$ cat src/rtl/bus_pkg.sv
// rtl/bus_pkg.sv - shared constants and helpers for the round-robin bus matrix
// Contents: default widths, default two-slave address map, arbiter state type,
//           round-robin next-owner search, lowest-set-bit one-hot.
package bus_pkg;

    localparam int DEF_AW = 16;
    localparam int DEF_DW = 64;

    // Slave 1 at 0x01xx, slave 0 at 0x00xx.
    localparam logic [2*DEF_AW-1:0] DEF_SLAVE_BASE = {16'h0100, 16'h0000};
    localparam logic [2*DEF_AW-1:0] DEF_SLAVE_MASK = {16'hFF00, 16'hFF00};

    typedef enum logic {
        ARB_IDLE = 1'b0,
        ARB_OWN  = 1'b1
    } arb_state_t;

    // First requester scanning last+1, last+2, ... modulo n; -1 when none.
    // The scan wraps back to 'last' itself as the final candidate.
    function automatic int rr_pick(input logic [7:0] req, input int last, input int n);
        int idx;
        int found;
        found = -1;
        for (int i = 1; i <= 8; i++) begin
            if (i <= n && found < 0) begin
                idx = (last + i) % n;
                if (req[3'(idx)]) begin
                    found = idx;
                end
            end
        end
        return found;
    endfunction

    // Isolates the lowest set bit (two's complement trick).
    function automatic logic [7:0] lsb_onehot(input logic [7:0] v);
        return v & (~v + 8'd1);
    endfunction

endpackage

$ cat src/rtl/bus_rr_arbit.sv
// rtl/bus_rr_arbit.sv - registered round-robin arbiter, non-preemptive
// Ports: clk, reset (sync, active-high), m_req[N_MASTER] requests in,
//        m_grant[N_MASTER] one-hot (or zero) grant out, decoded from registered state.
module bus_rr_arbit
    import bus_pkg::*;
#(
    parameter int N_MASTER = 2
) (
    input  logic                clk,
    input  logic                reset,
    input  logic [N_MASTER-1:0] m_req,
    output logic [N_MASTER-1:0] m_grant
);

    localparam int IW = (N_MASTER > 1) ? $clog2(N_MASTER) : 1;

    arb_state_t    state, state_n;
    logic [IW-1:0] owner, owner_n;
    logic [IW-1:0] last_owner, last_owner_n;
    int            pick;

    always_ff @(posedge clk) begin
        if (reset) begin
            state      <= ARB_IDLE;
            owner      <= '0;
            last_owner <= IW'(N_MASTER - 1);
        end else begin
            state      <= state_n;
            owner      <= owner_n;
            last_owner <= last_owner_n;
        end
    end

    always_comb begin
        state_n      = state;
        owner_n      = owner;
        last_owner_n = last_owner;
        pick         = -1;
        case (state)
            ARB_IDLE: begin
                pick = rr_pick(8'(m_req), int'(last_owner), N_MASTER);
                if (pick >= 0) begin
                    state_n = ARB_OWN;
                    owner_n = IW'(pick);
                end
            end
            ARB_OWN: begin
                // Release only on a dropped request; hand over directly to the
                // next requester so ownership changes cost no dead cycle.
                if (!m_req[owner]) begin
                    last_owner_n = owner;
                    pick = rr_pick(8'(m_req), int'(owner), N_MASTER);
                    if (pick >= 0) begin
                        owner_n = IW'(pick);
                    end else begin
                        state_n = ARB_IDLE;
                    end
                end
            end
            default: state_n = ARB_IDLE;
        endcase
    end

    always_comb begin
        m_grant = '0;
        if (state == ARB_OWN) begin
            m_grant[owner] = 1'b1;
        end
    end

endmodule

$ cat src/rtl/bus_rr_matrix.sv
// rtl/bus_rr_matrix.sv - N-master / N-slave shared bus with round-robin arbitration
// Ports: clk, reset (sync, active-high);
//        masters: m_req, m_wr, m_addr, m_dout in; m_grant, m_din, m_err out;
//        slaves:  s_sel, s_addr, s_wr, s_din out; s_dout in.
module bus_rr_matrix
    import bus_pkg::*;
#(
    parameter int                      N_MASTER   = 2,
    parameter int                      N_SLAVE    = 2,
    parameter int                      AW         = DEF_AW,
    parameter int                      DW         = DEF_DW,
    parameter logic [N_SLAVE*AW-1:0]   SLAVE_BASE = DEF_SLAVE_BASE,
    parameter logic [N_SLAVE*AW-1:0]   SLAVE_MASK = DEF_SLAVE_MASK
) (
    input  logic                   clk,
    input  logic                   reset,
    input  logic [N_MASTER-1:0]    m_req,
    input  logic [N_MASTER-1:0]    m_wr,
    input  logic [N_MASTER*AW-1:0] m_addr,
    input  logic [N_MASTER*DW-1:0] m_dout,
    output logic [N_MASTER-1:0]    m_grant,
    output logic [DW-1:0]          m_din,
    output logic                   m_err,
    output logic [N_SLAVE-1:0]     s_sel,
    output logic [AW-1:0]          s_addr,
    output logic                   s_wr,
    output logic [DW-1:0]          s_din,
    input  logic [N_SLAVE*DW-1:0]  s_dout
);

    logic               grant_any;
    logic [N_SLAVE-1:0] hit;
    logic               unmapped;
    logic [N_SLAVE-1:0] rd_sel;
    logic               rd_err;

    bus_rr_arbit #(
        .N_MASTER (N_MASTER)
    ) u_arbit (
        .clk     (clk),
        .reset   (reset),
        .m_req   (m_req),
        .m_grant (m_grant)
    );

    assign grant_any = |m_grant;

    // Owner mux; forced to zero when nobody owns the bus.
    always_comb begin
        s_addr = '0;
        s_wr   = 1'b0;
        s_din  = '0;
        for (int k = 0; k < N_MASTER; k++) begin
            if (m_grant[k]) begin
                s_addr = m_addr[k*AW +: AW];
                s_wr   = m_wr[k];
                s_din  = m_dout[k*DW +: DW];
            end
        end
    end

    always_comb begin
        hit = '0;
        for (int i = 0; i < N_SLAVE; i++) begin
            hit[i] = grant_any && ((s_addr & SLAVE_MASK[i*AW +: AW]) == SLAVE_BASE[i*AW +: AW]);
        end
    end

    // Overlapping regions resolve to the lowest slave index.
    assign s_sel    = N_SLAVE'(lsb_onehot(8'(hit)));
    assign unmapped = grant_any & ~|hit;

    always_ff @(posedge clk) begin
        if (reset) begin
            rd_sel <= '0;
            rd_err <= 1'b0;
        end else begin
            rd_sel <= s_sel & ~{N_SLAVE{s_wr}};
            rd_err <= unmapped;
        end
    end

    always_comb begin
        m_din = '0;
        for (int i = 0; i < N_SLAVE; i++) begin
            if (rd_sel[i]) begin
                m_din = m_din | s_dout[i*DW +: DW];
            end
        end
    end

    assign m_err = rd_err;

endmodule

$ cat config.mk
export PLATFORM = sky130hd
export DESIGN_NAME = bus_rr_matrix
export DESIGN_NICKNAME = d
export VERILOG_FILES = /design/src/rtl/bus_pkg.sv /design/src/rtl/bus_rr_arbit.sv /design/src/rtl/bus_rr_matrix.sv
export SDC_FILE = /design/constraint.sdc
export NUM_CORES = 1
export LEC_CHECK = 0
export BUFFER_PORTS_ARGS = -buffer_cell sky130_fd_sc_hd__buf_4
export CORE_AREA = 2 2 172 174
export DETAILED_ROUTE_END_ITERATION = 8
export DIE_AREA = 0 0 174 176
export SLEW_MARGIN = 40
export SYNTH_ARGS = -nofsm -noshare
export SYNTH_HDL_FRONTEND = slang
export SYNTH_HIERARCHICAL = 1
export SYNTH_SLANG_ARGS = --single-unit
$ cat constraint.sdc
create_clock -name clk -period 1.8 [get_ports clk]
set_input_delay 0.09 -clock clk [delete_from_list [all_inputs] [get_ports clk]]
set_output_delay 0.09 -clock clk [all_outputs]
set_load 0.02 [all_outputs]
== Yosys cells after proc, flatten, opt, wreduce, memory -nomap -nowiden ==
Index checks and enable logic that the tools add are counted.

* Bits of input ports: 294
* Word-level logic and storage cells: 90
* Bits in registers: 6

* Mux-type cells: 45
* Eq/ne operators: 4
* Magnitude comparators: 10
* Add/sub/neg operators: 5
* Bitwise logic cells: 12
* Reductions and logical operators: 9

{| class="wikitable"
|+ Operator list
! kind !! number
|-
| $mux W32 || 12
|-
| $mux W64 || 4
|-
| $ge A32 B1 Y1 const B || 2
|-
| $lt A32 B1 Y1 const B || 2
|-
| $or A64 B64 Y64 || 1
|-
| $mux W16 || 2
|-
| $lt A2 B5 Y1 const B || 4
|-
| $mux W1 || 19
|-
| $logic_not A16 Y1 || 1
|-
| $bmux W1 S2 || 4
|-
| $eq A8 B1 Y1 const B || 1
|-
| $add A1 B1 Y1 const B || 4
|-
| $and A1 B1 Y1 const A || 4
|-
| $and A2 B2 Y2 || 2
|-
| $ne A2 B2 Y1 const B || 2
|-
| $not A2 Y2 || 2
|-
| $pmux W1 S2 || 2
|-
| $reduce_or A2 Y1 || 2
|-
| $logic_and A1 B1 Y1 || 3
|-
| $reduce_and A3 Y1 || 1
|-
| $add A2 B1 Y2 const B || 1
|-
| $lt A1 B2 Y1 const B || 1
|-
| $mux W2 || 1
|-
| $ne A2 B1 Y1 const B || 1
|-
| other kinds (6) || 7
|}

== Logic depth before layout (Yosys ltp) ==
Gate-level depths: netlist of the first run.

* Word-level depth: 16
* Mapped depth: 7
* Mapped depth without buffers: 5

== Modules after synthesis ==
Netlist of the first run, hierarchy kept.

{| class="wikitable"
|+ By module, submodules not included
! module !! cells each !! area an instance (sq um) !! times used
|-
| bus_rr_matrix || 209 || 1740.4 || 1
|-
| bus_rr_arbit || 17 || 141.4 || 1
|}

== Least setup slack after synthesis of the first run ==
No wires, ideal clock.

* Kind: register to output
* Start point: register u_arbit.state
* End point: output port s_sel[1]
* Path slack: 0.151 ns
* Buffers on the path: 1
* Required time: 1.710 ns
* Stages on the path, launching flop included: 7
* Data arrival time: 1.559 ns
* Cell sequence: dfxtp_1 -> nand2_1 -> inv_1 -> buf_6 -> and2_1 -> o221ai_2 -> nor3_1

{| class="wikitable"
|+ RTL lines
! what !! RTL line !! text
|-
| start: declaration || bus_rr_arbit.sv:17 || <nowiki>arb_state_t state, state_n;</nowiki>
|-
| start signal: assignment || bus_rr_arbit.sv:28 || <nowiki>state <= state_n;</nowiki>
|-
| $mux W2 * || bus_rr_arbit.sv:66 || <nowiki>if (state == ARB_OWN) begin</nowiki>
|-
| via m_grant[1] || bus_rr_matrix.sv:21 || <nowiki>output logic [N_MASTER-1:0] m_grant,</nowiki>
|-
| $mux W16 || bus_rr_matrix.sv:54 || <nowiki>if (m_grant[k]) begin</nowiki>
|-
| $logic_not A16 Y1 or $eq A8 B1 Y1 (tied branches) || bus_rr_matrix.sv:65 || <nowiki>hit[i] = grant_any && ((s_addr & SLAVE_MASK[i*AW +: AW]) == SLAVE_BASE[i*AW +: AW]);</nowiki>
|-
| $logic_and A1 B1 Y1 || bus_rr_matrix.sv:65 ||
|-
| $not A2 Y2 || bus_pkg.sv:37 || <nowiki>return v & (~v + 8'd1);</nowiki>
|-
| $add A2 B1 Y2 || bus_pkg.sv:37 ||
|-
| $and A2 B2 Y2 * || bus_pkg.sv:37 ||
|-
| end: declaration || bus_rr_matrix.sv:24 || <nowiki>output logic [N_SLAVE-1:0] s_sel,</nowiki>
|}

Mark *: on every way through the listed nets, which the timed path passes. The rest lies on a longest branch.

==> reports/metrics.cfg, run 1 <==
[global_route]
grt_usage = 0.0889
first_global_vias = 3453
grt_max_degree = 65
grt.overflow.total = 0
grt_pass1_wl_um = 21600
antenna_found_initial = 0

[timing]
finalCritPeriodShare = 0.957
worst_pin_slew_ns = 0.379
period_needed_ns = 1.72
fin_worst_skew_ns = 0.000316
slew_headroom = 0.747
setup_viol = 0
slew_viol_final = 0
fin_tns_setup_ns = 0
finalHoldViolations = 0
rsz0062_at_grt = false
fmax_mhz = 580

[power]
p_leak_uw = 0.00304
peakVddDrop_uv = 600
power.density_mw_per_mm2 = 345
p_total_uw = 2000

[worst_setup_path]
crit_type = reg -> out
slowest_stage = dfxtp_2
cpMostUsedCell = buf_4
arrival_ns = 1.63
path_cells = and2b_2 -> nor2b_4 -> buf_4 -> clkbuf_16 -> a22o_1 -> buf_4
crit_required_ns = 1.71
slowest_delay_ns = 0.34
worstPathMaxFanout = 21
cp-start-kind = flop
endpoint_kind = output port
crit_buf_inv = 3
path_delay_family = buffers and inverters

[hold_path]
worstHoldStart = reset
hold_class = in -> reg

[place]
gp_congestion = 0.749
portBuffers = 443
dp_hpwl_um = 13600
place_area_mm2 = 0.00565

[detailed_routing]
routed_via_density = 3.56
drtIter0Drc = 176
routed_wl_um = 16200
drc = 0
first_pass_iters = 4
ant_nets = 0
vias = 3711
wire_per_inst_um = 15.6

[logic_synthesis]
synth_cell_types = 34
ys_seq_area_frac = 0.0638
synth-seq-cells = 6
yosys_warnings = 6
syn_avg_cell_area_um2 = 8.33
synth_edf_count = 0
async_flop_share = 0
syn-cell-area_mm2 = 0.00188
ys.flop_type = dfxtp_1
syn_nets = 520
synth_cells = 226

[clock_network]
tritoncts = done
clock_path_buffers = 2
clk-insertion-delay-late_ns = 0.23
clockRootBuffer = clkbuf_16
clk_pin_slew_ns = 0.03
cts_made_buffers = 3
clock-sinks = 6
htreeDepth = 1
cts_hold_buf = 0

[die]
die-area_mm2 = 0.0306
die-width_um = 174
core_area_mm2 = 0.0285
rows = 62
start_util = 0.0659
ios = 444
die_h_um = 176

[final_layout]
utilization = 0.203
nNetsFinal = 953
syn2layout_area_growth_pct = 209
final_area_mm2 = 0.00581
antenna_cells = 0
layout-drive-gt1-share = 0.734

[job]
cap_violations = 0

[status]
status = finished clean

synthesized netlist by cell type (2+ instances only):
master    number  share of area
a22o_1       141           0.66
buf_1          7          0.014
buf_2         14          0.037
buf_6          3          0.018
buf_8          4          0.032
clkbuf_1       5          0.010
dfxtp_1        6          0.064
inv_1          2         0.0040
nand2_1        7          0.014
nand2b_1       2         0.0066
nor2_1         5          0.010
nor2b_1        2         0.0066
nor3_1         2         0.0053
nor4_2         2          0.013
o21ai_0        4          0.011
o221ai_2       2          0.016
through the flow:
| stage | instances | hold slack, ns | setup WS [ns] |
|---|---|---|---|
| global route | 1041 | 0.0921 | 0.0109 |
| detailed placement | 1034 | 0.317 | 0.188 |
| CTS | 1037 | 0.0810 | 0.0351 |
| floorplan | 226 | 0.161 | 0.151 |
| finish | 1041 | 0.0899 | 0.0769 |
| global placement | 1034 | 0.321 | 0.233 |
cell families (layout without fill, tap and decap cells):
group           Yosys count  in the layout  synth area share
compound gates          156            156             0.724
buf+inv                  35            466             0.115
simple gates             29             29            0.0971
flops                     6              6            0.0638
metal layers:
| metal | GRT usage | part of all wire | up-vias |
|---|---|---|---|
| met5 | 0 | 0 | - |
| met4 | 0.00175 | 0.00080 | 0 |
| met3 | 0.0116 | 0.053 | 2 |
| met2 | 0.153 | 0.51 | 147 |
| met1 | 0.125 | 0.44 | 1733 |
| li1 | - | - | 1829 |
path summary, 6_finish.rpt:
kind	slack (ns)	depth (start not counted)	end
setup / recovery	0.08	6	s_din[63]
hold reg to reg	0.50	2	flop
hold / removal	0.09	2	rd_sel[0]$_SDFF_PP0_
setup reg to reg	0.36	5	m_err$_SDFF_PP0_
power breakdown:
| group | internal [uW] | leakage, uW | switching, uW |
|---|---|---|---|
| Combinational | 834 | 0.00296 | 666 |
| Sequential | 142 | 0.0000506 | 6.10 |
| Clock | 285 | 0.0000370 | 71.6 |
| Total | 1260 | 0.00304 | 743 |
worst reg2reg max path, cell delays in order, from the launching register on:
cell	delay, ns
dfxtp_2	0.34
and2b_2	0.22
buf_4	0.17
nand2_1	0.13
o21ai_0	0.13
o31a_1	0.32
cells in the final DEF (no fill, tap or decap), types with 3 or more instances in the layout:
cell	count
nor2_1	5
dfxtp_2	3
a22o_1	141
nand2_1	6
clkbuf_16	4
o21ai_0	4
buf_12	5
dfxtp_1	3
buf_4	454
final cells by class:
| class | instances | area (um^2) |
|---|---|---|
| Fill cell | 3201 | 22700 |
| Timing Repair Buffer | 461 | 3540 |
| Multi-Input combinational cell | 185 | 1570 |
| Tap cell | 384 | 480 |
| Sequential cell | 6 | 124 |
| Clock buffer | 3 | 75.1 |
| Inverter | 2 | 12.5 |
what timing repair did:
| item | CTS | global route |
|---|---|---|
| resized for setup | 3 | 6 |
| setup buffers | 0 | 3 |
| pin swaps | 0 | 0 |
| cloned | 0 | 1 |
| endpoints found under the setup margin | 4 | 28 |
(Power assumes the default switching activity.)
==> run 2: changes to the inputs <==
Settings changed: RECOVER_POWER set to 50.
==> reports/metrics.cfg, run 2 (synthesis gave the netlist of run 1 again) <==
[worst_setup_path]
endpoint_kind = output port
cp-start-kind = flop
arrival_ns = 1.63
crit_required_ns = 1.71
crit_type = reg -> out
reg2reg_to = rd_sel[1]$_SDFF_PP0_
worstPathMaxFanout = 21
reg2reg_slack_ns = 0.34
rr_startpoint = u_arbit/state$_SDFF_PP0_
ff2ff_path_depth = 6

[final_layout]
final_common_cell = buf_4
nNetsFinal = 953
layout_common_cells = buf_4, a22o_1, clkbuf_2, nand2_1, nor2_1
final_cell_count_no_fill = 1041
syn2layout_area_growth_pct = 199
antenna_cells = 0
layout-drive-gt1-share = 0.729
fillers = 3241

[clock_network]
cts_hold_buf = 0
cts_made_buffers = 3
clockRootBuffer = clkbuf_16
clk-insertion-delay-late_ns = 0.23
htreeDepth = 1
clock_path_buffers = 2
clk_pin_slew_ns = 0.03
tritoncts = done
clock-sinks = 6

[global_route]
grt_max_degree = 65
grt_usage = 0.0889
antenna_found_initial = 0
grt_pass1_wl_um = 21600
first_global_vias = 3453
grt.overflow.total = 0

[timing]
finalCritPeriodShare = 0.957
fin_tns_setup_ns = 0
slew_viol_final = 0
worst_pin_slew_ns = 0.727
fin_worst_skew_ns = 0.000254
fmax_mhz = 581
setup_viol = 0
rsz0062_at_grt = false
slew_headroom = 0.515
period_needed_ns = 1.72
finalHoldViolations = 0

[die]
rows = 62
die-width_um = 174
core_area_mm2 = 0.0285
start_util = 0.0659
ios = 444
die-area_mm2 = 0.0306
die_h_um = 176

[job]
cap_violations = 0

[detailed_routing]
drc = 0
vias = 3740
routed_wl_um = 16200
first_pass_iters = 5
routed_via_density = 3.59
drtIter0Drc = 161
ant_nets = 0
wire_per_inst_um = 15.5

[place]
portBuffers = 443
gp_congestion = 0.749
dp.cells = 1034
dp_hpwl_um = 13600

[hold_path]
worstHoldEndpoint = rd_sel[0]$_SDFF_PP0_
hold_class = in -> reg
min_delay_path_depth = 2
worstHoldStart = reset

[status]
status = finished clean

[power]
p_leak_uw = 0.00299
peakVddDrop_uv = 596
power.density_mw_per_mm2 = 350

[run 2: worst max path at each step]
stage	slack [ns]	endpoint	cells past startpoint
final	0.08	s_din[63]	6
after floorplan	0.15	s_sel[1]	6
after global routing	0.009	m_din[49]	3
after CTS	0.04	s_sel[1]	7
after detailed placement	0.19	s_sel[1]	7
after global placement	0.23	s_sel[1]	7
[run 2: area by class of cell]
cell class              count  area [um^2]  share of cell area
clock buffers               3         75.1              0.0133
inverters                   2         12.5             0.00222
multi-input cells         185         1570               0.278
flip-flops and latches      6          124              0.0220
well taps                 384          480              0.0854
repair buffers            461         3370               0.599
[run 2: timing repair]
action,4_1_cts,5_1_grt
cloned,0,1
setup endpoints to repair,4,28
resized for setup,3,6
setup buffers,0,3
[run 2: worst max-delay path, stage by stage, from the launching register on]
cell	delay, ns
dfxtp_2	0.34
and2b_2	0.22
nor2b_4	0.13
buf_4	0.15
clkbuf_16	0.19
a22o_1	0.20
buf_4	0.16
[run 2: stage by stage]
step                      total power, uW  utilization  worst slack, ns  hold WS [ns]  area, um^2
after detailed placement             1620        0.198            0.188         0.317        5650
after floorplan                       733            -            0.151         0.161        1880
after global routing                 2070        0.197          0.00852        0.0868        5630
final                                1970        0.197           0.0777        0.0802        5630
after CTS                            1990        0.201           0.0351        0.0810        5740
after global placement               1610        0.198            0.233         0.321        5650
[run 2: per-layer routing]
metal / global-route usage / part of all wire / routed length (um) / vias up
met5: 0 / 0 / 0 / -
met4: 0.00175 / 0.00080 / 13 / 0
met3: 0.0116 / 0.060 / 966 / 2
met2: 0.153 / 0.51 / 8190 / 155
met1: 0.125 / 0.43 / 7010 / 1754
li1: - / - / - / 1829
[run 2: power by group]
group	internal [uW]	total (uW)	switching, uW
Combinational	803	1470	664
Sequential	142	148	5.59
Clock	285	356	71.3
Total	1230	1970	740
==> run 3: changes to the inputs <==
Settings changed: PLACE_DENSITY set to 0.41.
==> reports/metrics.cfg, run 3 (synthesis gave the netlist of run 1 again) <==
[detailed_routing]
first_pass_iters = 4
drtIter0Drc = 162
drc = 0
ant_nets = 0
vias = 3767
routed_via_density = 3.60
wire_per_inst_um = 16.3
routed_wl_um = 17100

[clock_network]
tritoncts = done
clk-insertion-delay-late_ns = 0.23
clockRootBuffer = clkbuf_16
clock_path_buffers = 2
clock-sinks = 6
clk_pin_slew_ns = 0.03
cts_made_buffers = 3
htreeDepth = 1

[global_route]
antenna_found_initial = 0
grt.overflow.total = 0
grt_max_degree = 53
grt_pass1_wl_um = 22800
first_global_vias = 3668
grt_usage = 0.0953

[worst_setup_path]
slowest_delay_ns = 0.33
crit_buf_inv = 3
reg2reg_slack_ns = 0.20
reg2reg_to = rd_sel[1]$_SDFF_PP0_
arrival_ns = 1.63
crit_type = reg -> out
cp-start-kind = flop
endpoint_kind = output port
worstPathMaxFanout = 22
slowest_stage = dfxtp_1
path_delay_family = simple AND/OR/NAND/NOR gates
ff2ff_path_depth = 7
cpMostUsedCell = buf_12
path_cells = and2b_4 -> nor2b_4 -> buf_12 -> buf_12 -> a22o_1 -> buf_4
crit_required_ns = 1.71

[place]
dp_hpwl_um = 14500
gp_congestion = 0.734
dp.cells = 1035
place_area_mm2 = 0.00566
portBuffers = 443

[timing]
slew_viol_final = 0
period_needed_ns = 1.72
fmax_mhz = 581
fin_worst_skew_ns = 0.00279
finalCritPeriodShare = 0.956
worst_pin_slew_ns = 0.588
setup_viol = 0
finalHoldViolations = 0
slew_headroom = 0.604

[hold_path]
worstHoldStart = reset
hold_class = in -> reg
worstHoldEndpoint = u_arbit/state$_SDFF_PP0_
min_delay_path_depth = 2

[power]
sequentialPowerShare = 0.078
power.density_mw_per_mm2 = 342
pwr-share-clk = 0.178
p_leak_uw = 0.00306
peakVddDrop_uv = 278
comb_power_share = 0.744
switchingPower_uw = 732
netSwitchingFraction = 0.367
p_int_uw = 1260

[final_layout]
final_area_mm2 = 0.00583
nNetsFinal = 956
multiInputGateArea_mm2 = 0.00155
final_cell_count_no_fill = 1046
fillers = 3189
layout_common_cells = buf_4, a22o_1, buf_12, nand2_1, nor2_1
final_common_cell = buf_4
syn2layout_area_growth_pct = 210
seq_area_um2 = 124
layout-drive-gt1-share = 0.727

[status]
status = finished clean

[die]
die-area_mm2 = 0.0306
die_h_um = 176
die-width_um = 174
ios = 444
core_area_mm2 = 0.0285
rows = 62
start_util = 0.0659

[job]
cap_violations = 0

==> run 3: worst max path at each step <==
stage,startpoint,endpoint,cells after the start
final,flop,s_din[25],6
after global placement,flop,s_din[27],5
after detailed placement,u_arbit/state$_SDFF_PP0_,s_sel[0],7
after global routing,flop,s_din[0],6
after floorplan,u_arbit/state$_SDFF_PP0_,s_sel[1],6
after CTS,flop,s_din[0],5
==> run 3: per-layer routing <==
layer	track usage	part of all wire
met1	0.131	0.44
met2	0.166	0.50
met3	0.0142	0.052
met4	0.00245	0.0016
met5	0	0
==> run 3: worst reg2reg max path: stages, from the launching register on <==
cell and delay (ns):
dfxtp_1 0.33, nand2_2 0.13, clkinv_4 0.11, buf_12 0.14, o41ai_2 0.10, o21ai_2 0.19
buf_4 0.19, nor4_1 0.30
==> run 3: what timing repair did <==
action | in CTS | in global routing
hold buffers | 0 | 0
setup buffers | 0 | 4
cloned | 0 | 2
gates resized for setup | 3 | 8
endpoints found under the setup margin | 54 | 73
hold endpoints to repair | 0 | 0
==> run 3: power by group through the flow <==
stage / combinational (uW) / clock [uW] / sequential [uW]
floorplan: 584 / 0 / 149
global route: 1570 / 377 / 158
global placement: 1460 / 0 / 158
detailed placement: 1450 / 0 / 157
finish: 1490 / 354 / 156
CTS: 1460 / 361 / 156
==> run 3: layout make-up <==
type | instances | area share
sequential | 6 | 0.0212
antenna | 2 | 0.000858
timing repair inverter | 1 | 0.000858
tap | 384 | 0.0824
clock buffer | 3 | 0.0129
timing repair buffer | 463 | 0.615
multi-input combinational | 185 | 0.265
inverter | 2 | 0.00214
==> run 3: through the flow <==
stage          hold WS [ns]  utilization  setup TNS [ns]  total power, uW  worst slack, ns
5_1_grt              0.0925        0.204        -0.00146             2110        -0.000822
3_3_place_gp          0.322        0.198               0             1610            0.171
4_1_cts              0.0901        0.201        -0.00527             1980         -0.00527
3_5_place_dp          0.327        0.198               0             1610            0.160
6_report             0.0811        0.204               0             2000           0.0792
2_1_floorplan         0.161            -               0              733            0.151
